`src/rtl/alu_pkg.sv`:
```
// Shared definitions for alu_multiciclo: codop constants, FSM states and overflow helper.
// The serial multiplier (codop 13) exists only when ALU_MUL_EN is defined.
package alu_pkg;

    localparam logic [3:0] OP_ADD  = 4'd0;
    localparam logic [3:0] OP_SUB  = 4'd1;
    localparam logic [3:0] OP_GT   = 4'd2;
    localparam logic [3:0] OP_AND  = 4'd3;
    localparam logic [3:0] OP_OR   = 4'd4;
    localparam logic [3:0] OP_XOR  = 4'd5;
    localparam logic [3:0] OP_ANDI = 4'd6;
    localparam logic [3:0] OP_ORI  = 4'd7;
    localparam logic [3:0] OP_XORI = 4'd8;
    localparam logic [3:0] OP_ADDI = 4'd9;
    localparam logic [3:0] OP_SUBI = 4'd10;
    localparam logic [3:0] OP_MOV  = 4'd11;
    localparam logic [3:0] OP_MOVZ = 4'd12;
    localparam logic [3:0] OP_MUL  = 4'd13;

    typedef enum logic [0:0] {
        OCIOSO = 1'b0,
        MULT   = 1'b1
    } estado_t;

    // Two's-complement overflow of a +/- b from the operand and result sign bits.
    function automatic logic overflow_soma(input logic a_msb, input logic b_msb,
                                           input logic r_msb, input logic subtrai);
        logic b_efetivo;
        b_efetivo = b_msb ^ subtrai;
        return (a_msb == b_efetivo) && (r_msb != a_msb);
    endfunction

endpackage

```
`src/rtl/multiplicador_serial.sv`:
```
// Shift-add unsigned multiplier: one partial product per cycle, 2*LARGURA-bit product.
// carga latches the operands and already performs the first step.
module multiplicador_serial #(
    parameter int unsigned LARGURA = 16
) (
    input  logic                   clk,
    input  logic                   reset,
    input  logic                   carga,
    input  logic                   passo,
    input  logic [LARGURA-1:0]     multiplicando,
    input  logic [LARGURA-1:0]     multiplicador,
    output logic [2*LARGURA-1:0]   produto,
    output logic                   feito
);

    localparam int unsigned CW = $clog2(LARGURA + 1);

    logic [2*LARGURA-1:0] prod_q, prod_d;
    logic [LARGURA-1:0]   mcand_q, mcand_d;
    logic [CW-1:0]        restantes_q, restantes_d;

    // Upper half accumulates (with carry), then the whole register shifts right by one.
    function automatic logic [2*LARGURA-1:0] desloca_soma(input logic [2*LARGURA-1:0] p,
                                                          input logic [LARGURA-1:0]   m);
        logic [LARGURA:0] soma;
        soma = {1'b0, p[2*LARGURA-1:LARGURA]} + (p[0] ? {1'b0, m} : {(LARGURA+1){1'b0}});
        return {soma, p[LARGURA-1:1]};
    endfunction

    always_comb begin
        prod_d      = prod_q;
        mcand_d     = mcand_q;
        restantes_d = restantes_q;
        if (carga) begin
            mcand_d     = multiplicando;
            prod_d      = desloca_soma({{LARGURA{1'b0}}, multiplicador}, multiplicando);
            restantes_d = CW'(LARGURA - 1);
        end else if (passo && (restantes_q != '0)) begin
            prod_d      = desloca_soma(prod_q, mcand_q);
            restantes_d = restantes_q - CW'(1);
        end
    end

    always_ff @(posedge clk) begin
        if (reset) begin
            prod_q      <= '0;
            mcand_q     <= '0;
            restantes_q <= '0;
        end else begin
            prod_q      <= prod_d;
            mcand_q     <= mcand_d;
            restantes_q <= restantes_d;
        end
    end

    assign produto = prod_q;
    assign feito   = (restantes_q == '0);

endmodule

```
`src/rtl/alu_multiciclo.sv`:
```
// Multi-cycle ALU: single-cycle ops complete in one cycle, MUL runs serially over LARGURA cycles.
// Define ALU_MUL_EN to build the serial multiplier; otherwise codop 13 is illegal.
module alu_multiciclo
    import alu_pkg::*;
#(
    parameter int unsigned LARGURA = 16
) (
    input  logic               clk,
    input  logic               reset,
    input  logic               inicio,
    input  logic [3:0]         codop,
    input  logic [LARGURA-1:0] operando1,
    input  logic [LARGURA-1:0] operando2,
    input  logic [LARGURA-1:0] imm,
    output logic [LARGURA-1:0] resultado,
    output logic               neg,
    output logic               zero,
    output logic               overflow,
    output logic               erro,
    output logic               pronto,
    output logic               ocupado
);

    localparam int unsigned MSB = LARGURA - 1;

    logic [LARGURA-1:0] resultado_q, resultado_d;
    logic               neg_q, neg_d;
    logic               zero_q, zero_d;
    logic               overflow_q, overflow_d;
    logic               erro_q, erro_d;
    logic               pronto_q, pronto_d;

    logic [LARGURA-1:0] ula_res;
    logic               ula_neg, ula_zero, ula_ovf, ula_erro;
    logic               conclui_ula;

`ifdef ALU_MUL_EN
    localparam int unsigned CW = $clog2(LARGURA + 1);

    estado_t              estado_q, estado_d;
    logic [CW-1:0]        cont_q, cont_d;
    logic                 ocupado_q, ocupado_d;
    logic                 mul_carga, mul_passo, mul_feito;
    logic [2*LARGURA-1:0] mul_produto;

    multiplicador_serial #(
        .LARGURA (LARGURA)
    ) u_mult (
        .clk           (clk),
        .reset         (reset),
        .carga         (mul_carga),
        .passo         (mul_passo),
        .multiplicando (operando1),
        .multiplicador (operando2),
        .produto       (mul_produto),
        .feito         (mul_feito)
    );
`endif

    // Single-cycle datapath; illegal codes and a not-taken MOVZ keep the old result.
    always_comb begin
        ula_res  = resultado_q;
        ula_neg  = 1'b0;
        ula_zero = 1'b0;
        ula_ovf  = 1'b0;
        ula_erro = 1'b0;
        case (codop)
            OP_ADD: begin
                ula_res = operando1 + operando2;
                ula_ovf = overflow_soma(operando1[MSB], operando2[MSB], ula_res[MSB], 1'b0);
            end
            OP_SUB: begin
                ula_res = operando1 - operando2;
                ula_ovf = overflow_soma(operando1[MSB], operando2[MSB], ula_res[MSB], 1'b1);
            end
            OP_GT:   ula_res = (operando1 > operando2) ? LARGURA'(1) : '0;
            OP_AND:  ula_res = operando1 & operando2;
            OP_OR:   ula_res = operando1 | operando2;
            OP_XOR:  ula_res = operando1 ^ operando2;
            OP_ANDI: ula_res = imm & operando2;
            OP_ORI:  ula_res = imm | operando2;
            OP_XORI: ula_res = imm ^ operando2;
            OP_ADDI: begin
                ula_res = imm + operando2;
                ula_ovf = overflow_soma(imm[MSB], operando2[MSB], ula_res[MSB], 1'b0);
            end
            OP_SUBI: begin
                ula_res = operando2 - imm;
                ula_ovf = overflow_soma(operando2[MSB], imm[MSB], ula_res[MSB], 1'b1);
            end
            OP_MOV:  ula_res = operando1;
            OP_MOVZ: begin
                if (operando1 == '0) begin
                    ula_res  = operando2;
                    ula_neg  = operando2[MSB];
                    ula_zero = 1'b1;
                end
            end
            default: ula_erro = 1'b1;
        endcase
        if (!ula_erro && (codop != OP_MOVZ)) begin
            ula_neg  = ula_res[MSB];
            ula_zero = (ula_res == '0);
        end
    end

    always_comb begin
        resultado_d = resultado_q;
        neg_d       = neg_q;
        zero_d      = zero_q;
        overflow_d  = overflow_q;
        erro_d      = erro_q;
        pronto_d    = 1'b0;
        conclui_ula = 1'b0;
`ifdef ALU_MUL_EN
        estado_d  = estado_q;
        cont_d    = cont_q;
        ocupado_d = ocupado_q;
        mul_carga = 1'b0;
        mul_passo = 1'b0;
        case (estado_q)
            OCIOSO: begin
                if (inicio) begin
                    if (codop == OP_MUL) begin
                        mul_carga = 1'b1;
                        estado_d  = MULT;
                        cont_d    = CW'(LARGURA);
                        ocupado_d = 1'b1;
                    end else begin
                        conclui_ula = 1'b1;
                    end
                end
            end
            MULT: begin
                mul_passo = 1'b1;
                cont_d    = cont_q - CW'(1);
                if ((cont_q == CW'(1)) && mul_feito) begin
                    resultado_d = mul_produto[LARGURA-1:0];
                    neg_d       = mul_produto[MSB];
                    zero_d      = (mul_produto[LARGURA-1:0] == '0);
                    overflow_d  = |mul_produto[2*LARGURA-1:LARGURA];
                    erro_d      = 1'b0;
                    pronto_d    = 1'b1;
                    ocupado_d   = 1'b0;
                    estado_d    = OCIOSO;
                end
            end
            default: estado_d = OCIOSO;
        endcase
`else
        conclui_ula = inicio;
`endif
        if (conclui_ula) begin
            resultado_d = ula_res;
            neg_d       = ula_neg;
            zero_d      = ula_zero;
            overflow_d  = ula_ovf;
            erro_d      = ula_erro;
            pronto_d    = 1'b1;
        end
    end

    always_ff @(posedge clk) begin
        if (reset) begin
            resultado_q <= '0;
            neg_q       <= 1'b0;
            zero_q      <= 1'b0;
            overflow_q  <= 1'b0;
            erro_q      <= 1'b0;
            pronto_q    <= 1'b0;
`ifdef ALU_MUL_EN
            estado_q    <= OCIOSO;
            cont_q      <= '0;
            ocupado_q   <= 1'b0;
`endif
        end else begin
            resultado_q <= resultado_d;
            neg_q       <= neg_d;
            zero_q      <= zero_d;
            overflow_q  <= overflow_d;
            erro_q      <= erro_d;
            pronto_q    <= pronto_d;
`ifdef ALU_MUL_EN
            estado_q    <= estado_d;
            cont_q      <= cont_d;
            ocupado_q   <= ocupado_d;
`endif
        end
    end

    assign resultado = resultado_q;
    assign neg       = neg_q;
    assign zero      = zero_q;
    assign overflow  = overflow_q;
    assign erro      = erro_q;
    assign pronto    = pronto_q;
`ifdef ALU_MUL_EN
    assign ocupado   = ocupado_q;
`else
    assign ocupado   = 1'b0;
`endif

endmodule

```
`config.mk`:
```
export PLATFORM = sky130hd
export DESIGN_NAME = alu_multiciclo
export DESIGN_NICKNAME = d
export VERILOG_FILES = /design/src/rtl/alu_pkg.sv /design/src/rtl/multiplicador_serial.sv /design/src/rtl/alu_multiciclo.sv
export SDC_FILE = /design/constraint.sdc
export NUM_CORES = 1
export LEC_CHECK = 0
export CELL_PAD_IN_SITES_DETAIL_PLACEMENT = 0
export CELL_PAD_IN_SITES_GLOBAL_PLACEMENT = 1
export CORE_UTILIZATION = 38
export DETAILED_ROUTE_END_ITERATION = 6
export PLACE_DENSITY_LB_ADDON = 0.1
export REMOVE_ABC_BUFFERS = 1
export SETUP_SLACK_MARGIN = 0.15
export SYNTH_ARGS = -nofsm -noshare
export SYNTH_HDL_FRONTEND = slang
export SYNTH_HIERARCHICAL = 1
export SYNTH_SLANG_ARGS = --single-unit
```
`constraint.sdc`:
```
create_clock -name clk -period 3.77 [get_ports clk]
set_input_delay 0.377 -clock clk [delete_from_list [all_inputs] [get_ports clk]]
set_output_delay 0.377 -clock clk [all_outputs]
set_load 0.01 [all_outputs]
```
==> load_flow_metrics.sql, run 1 <==
INSERT INTO impl_metrics (metric_group, metric, value, unit) VALUES
('clock_tree', 'number_of_cts_inserted_buffers', '3', ''),
('sta', 'worst_slew_margin_rel', '0.530', ''),
('sta', 'timing_max_transition_violations_final', '0', ''),
('setup_path', 'path_max_fanout', '2', ''),
('yosys', 'netlist.area_leader.share', '0.123', ''),
('sta', 'grt_setup_unrepaired', 'true', ''),
('yosys', 'synth.cell_area', '0.00619', 'mm^2'),
('pwr', 'cellPowerDensity', '199', 'mW/mm^2'),
('sta', 'timing.fmax', '261', 'MHz'),
('yosys', 'synth.ff_latch_count', '21', ''),
('routing', 'route.detailed.vias_per_inst', '6.18', ''),
('pwr', 'vdd_drop_max', '0.155', 'mV'),
('yosys', 'synth.lib_cells_used.distinct', '83', ''),
('yosys', 'synth.yosys.warnings', '6', ''),
('placement', 'placed_cells_incl_taps', '1428', ''),
('flow_run', 'cap_violations', '0', ''),
('routing', 'drt-pass1-iter-count', '7', ''),
('placement', 'number_of_input_and_output_port_buffers_inserted', '75', ''),
('layout', 'fin_cells', '1461', ''),
('sta', 'report.final.hold_viol_count', '0', ''),
('clock_tree', 'cts-hold-fix-buffers', '0', ''),
('setup_path', 'timing.critical_path.to_type', 'flop', ''),
('setup_path', 'critPathRequiredTime', '3950', 'ps'),
('placement', 'place_ws', '-910', 'ps'),
('setup_path', 'arrival', '4010', 'ps'),
('yosys', 'netlist.top_cell.by_area', 'ha_1', ''),
('outcome', 'failing_checks', 'design-rule violations, negative setup slack', ''),
('layout', 'most_used_cells_in_the_layout_excluding_fill_and_tap_cells', 'buf_4 (305), nor2_1 (86), a21oi_1 (76)', ''),
('floorplan', 'floorplan.die_area', '0.0168', 'mm^2'),
('sta', 'period_minus_slack', '3830', 'ps'),
('global_route', 'largest_net_degree_at_the_start_of_global_routing', '23', ''),
('sta', 'postLayoutSetupSlackWorst', '-59.9', 'ps'),
('clock_tree', 'clockRootBuffer', 'clkbuf_16', ''),
('sta', 'max_slew.worst_pin.slew', '694', 'ps'),
('yosys', 'synth.avg_cell_area', '6.87', 'um^2'),
('setup_path', 'setup.worst_path.start_class', 'input port', ''),
('sta', 'finalClockSkew', '9.80', 'ps'),
('clock_tree', 'htree_levels', '1', ''),
('clock_tree', 'tritoncts', 'built', ''),
('layout', 'antenna_cells_inserted', '0', ''),
('placement', 'detailed_place_hpwl', '27600', 'um'),
('layout', 'multi_input_comb_area', '0.00575', 'mm^2'),
('yosys', 'postSynthCellCount', '901', ''),
('floorplan', 'std_cell_rows', '46', ''),
('pwr', 'power.total', '2.00', 'mW'),
('floorplan', 'core', '0.0159', 'mm^2'),
('clock_tree', 'cts.path.max_buffers', '2', ''),
('layout', 'seq_area', '420', 'um^2'),
('clock_tree', 'clk_pin_slew_worst_paths', '70', 'ps'),
('setup_path', 'path_class', 'in2reg', ''),
('layout', 'fill_cells', '1447', ''),
('routing', 'remaining_routing_drc_violations', '3', ''),
('layout', 'design.final.nets', '1366', ''),
('routing', 'routed_wirelength', '34400', 'um'),
('clock_tree', 'tritoncts_num_sinks', '21', ''),
('yosys', 'synth-edff-count', '0', ''),
('global_route', 'grt_antenna_before_repair', '0', ''),
('hold_path', 'worst_hold_path_type', 'reg2reg', ''),
('global_route', 'grt_pass1_vias', '8743', ''),
('outcome', 'run_status', 'finished, violations left', ''),
('clock_tree', 'clk-insertion-delay-late', '280', 'ps'),
('floorplan', 'die_w', '130', 'um'),
('yosys', 'postSynth.asyncResetShare', '0', ''),
('routing', 'post_drt_wl_per_cell', '23.5', 'um'),
('routing', 'routed-via-count', '9036', ''),
('routing', 'ant_nets', '0', ''),
('floorplan', 'start_util', '0.390', ''),
('layout', 'final_common_cell', 'buf_4', ''),
('yosys', 'postSynth.topFlopCell', 'dfxtp_1', ''),
('floorplan', 'die_height', '130', 'um'),
('pwr', 'power.leakage', '4.50', 'nW'),
('placement', 'routabilityCongestion', '1.04', ''),
('sta', 'report.final.setup_viol', '1', ''),
('layout', 'final_layout_size_suffix_gt1_frac', '0.345', ''),
('sta', 'post-route-period-util', '1.02', ''),
('routing', 'drtIter0Drc', '917', ''),
('layout', 'area_growth', '61.9', '%'),
('yosys', 'synthTopCellsByArea', 'ha_1 (12%), dfxtp_1 (6.8%), a21oi_1 (6.7%)', ''),
('global_route', 'first_pass_grt_wire_length', '51200', 'um'),
('global_route', 'grtUsageTotal', '0.411', ''),
('global_route', 'grt_remaining_overflow', '0', ''),
('floorplan', 'pin_count', '77', ''),
('yosys', 'fraction_of_the_yosys_area_taken_by_sequential_cells', '0.0679', '');
## timing repair
action                                  CTS  global route
setup buffers                            21             7
pin swaps                                40            24
cloned                                    1             0
endpoints found under the setup margin    7             4
gates resized for setup                 147            38
## Yosys cell counts, drive strengths merged (8+ instances only)
library cell  instances
dfxtp                21
nand3                19
o211ai               11
nor2                 88
a211oi               16
o21a                 13
or3                   8
a22oi                11
nor2b                19
ha                   61
mux2i                26
clkbuf               37
o21ai                62
a31oi                13
nand2                58
nor3                 36
buf                  19
nor4                 10
o32a                  8
o31ai                10
xnor2                29
a21o                  8
nand2b               11
a21oi                84
nand4                 8
inv                  69
a221oi                9
## area by class of cell
cell class / count / area share
clock buffer: 3 / 0.00749
timing repair buffer: 396 / 0.323
sequential: 21 / 0.0420
tap: 216 / 0.0270
multi-input combinational: 755 / 0.574
clock inverter: 1 / 0.000749
inverter: 69 / 0.0264
## path summary, 6_finish.rpt
kind	slack [ps]	to	startpoint	cells after the start
worst max register to register	550	zero	resultado[4]	8
worst min-delay path	490	neg	neg	2
worst min register to register	490	neg	neg	2
worst max-delay path	-60	zero	operando1[7]	12
## metal layers
metal	global-route usage	up-vias	routed length, um
met2	0.664	558	15200
met5	0	-	0
li1	-	4079	-
met1	0.526	4275	14000
met3	0.0640	124	3060
met4	0.213	0	2090
## kinds of logic (layout without fill, tap and decap cells)
kind of cell	count (synthesis)	after routing	share of synthesized area
AO/OA/AOI/OAI	336	336	0.374
XOR/XNOR	33	33	0.0467
adder cells (fa/ha/maj)	65	65	0.136
buffers and inverters	125	469	0.0843
flip-flops	21	21	0.0679
multiplexers	29	29	0.0481
other	1	1	0.000606
AND/OR/NAND/NOR	291	291	0.242
## worst max-delay path, cell delays in order
cell and delay, ps:
clkdlybuf4s15_1 270, nor4_2 310, buf_4 180, nand4_4 80, mux2_4 320, a211oi_4 270
nand4_1 230, a2111oi_2 370, o21ai_1 190, or4_4 570, or4b_4 570, o32ai_2 250
## sequential cells by signal (all words and copies together) (netlist names)
register	count
resultado	16
zero	1
neg	1
pronto	1
erro	1
overflow	1
## stage by stage
stage | hold slack, ps | TNS (ps) | cell area (um^2) | utilization
floorplan | 446 | 0 | 5930 | -
global placement | 464 | -2390 | 9170 | 0.577
detailed placement | 485 | -3490 | 9170 | 0.577
CTS | 497 | 0 | 9840 | 0.620
global route | 515 | -108 | 10000 | 0.631
finish | 490 | -59.9 | 10000 | 0.631
## power breakdown
group / total (mW) / leakage, nW / internal, mW / switching, mW
logic: 1.47 / 4.29 / 0.707 / 0.762
clock network: 0.261 / 0.0371 / 0.145 / 0.116
registers: 0.266 / 0.173 / 0.241 / 0.0251
(Power assumes the default switching activity.)
==> run 2: changes to the inputs <==
--- a/config.mk
+++ b/config.mk
@@ -12,6 +12,7 @@
 export PLACE_DENSITY_LB_ADDON = 0.1
 export REMOVE_ABC_BUFFERS = 1
 export SETUP_SLACK_MARGIN = 0.15
+export SLEW_MARGIN = 30
 export SYNTH_ARGS = -nofsm -noshare
 export SYNTH_HDL_FRONTEND = slang
 export SYNTH_HIERARCHICAL = 1
==> results of run 2 <==
Final layout, timing and power as in run 1 (identical DEF).
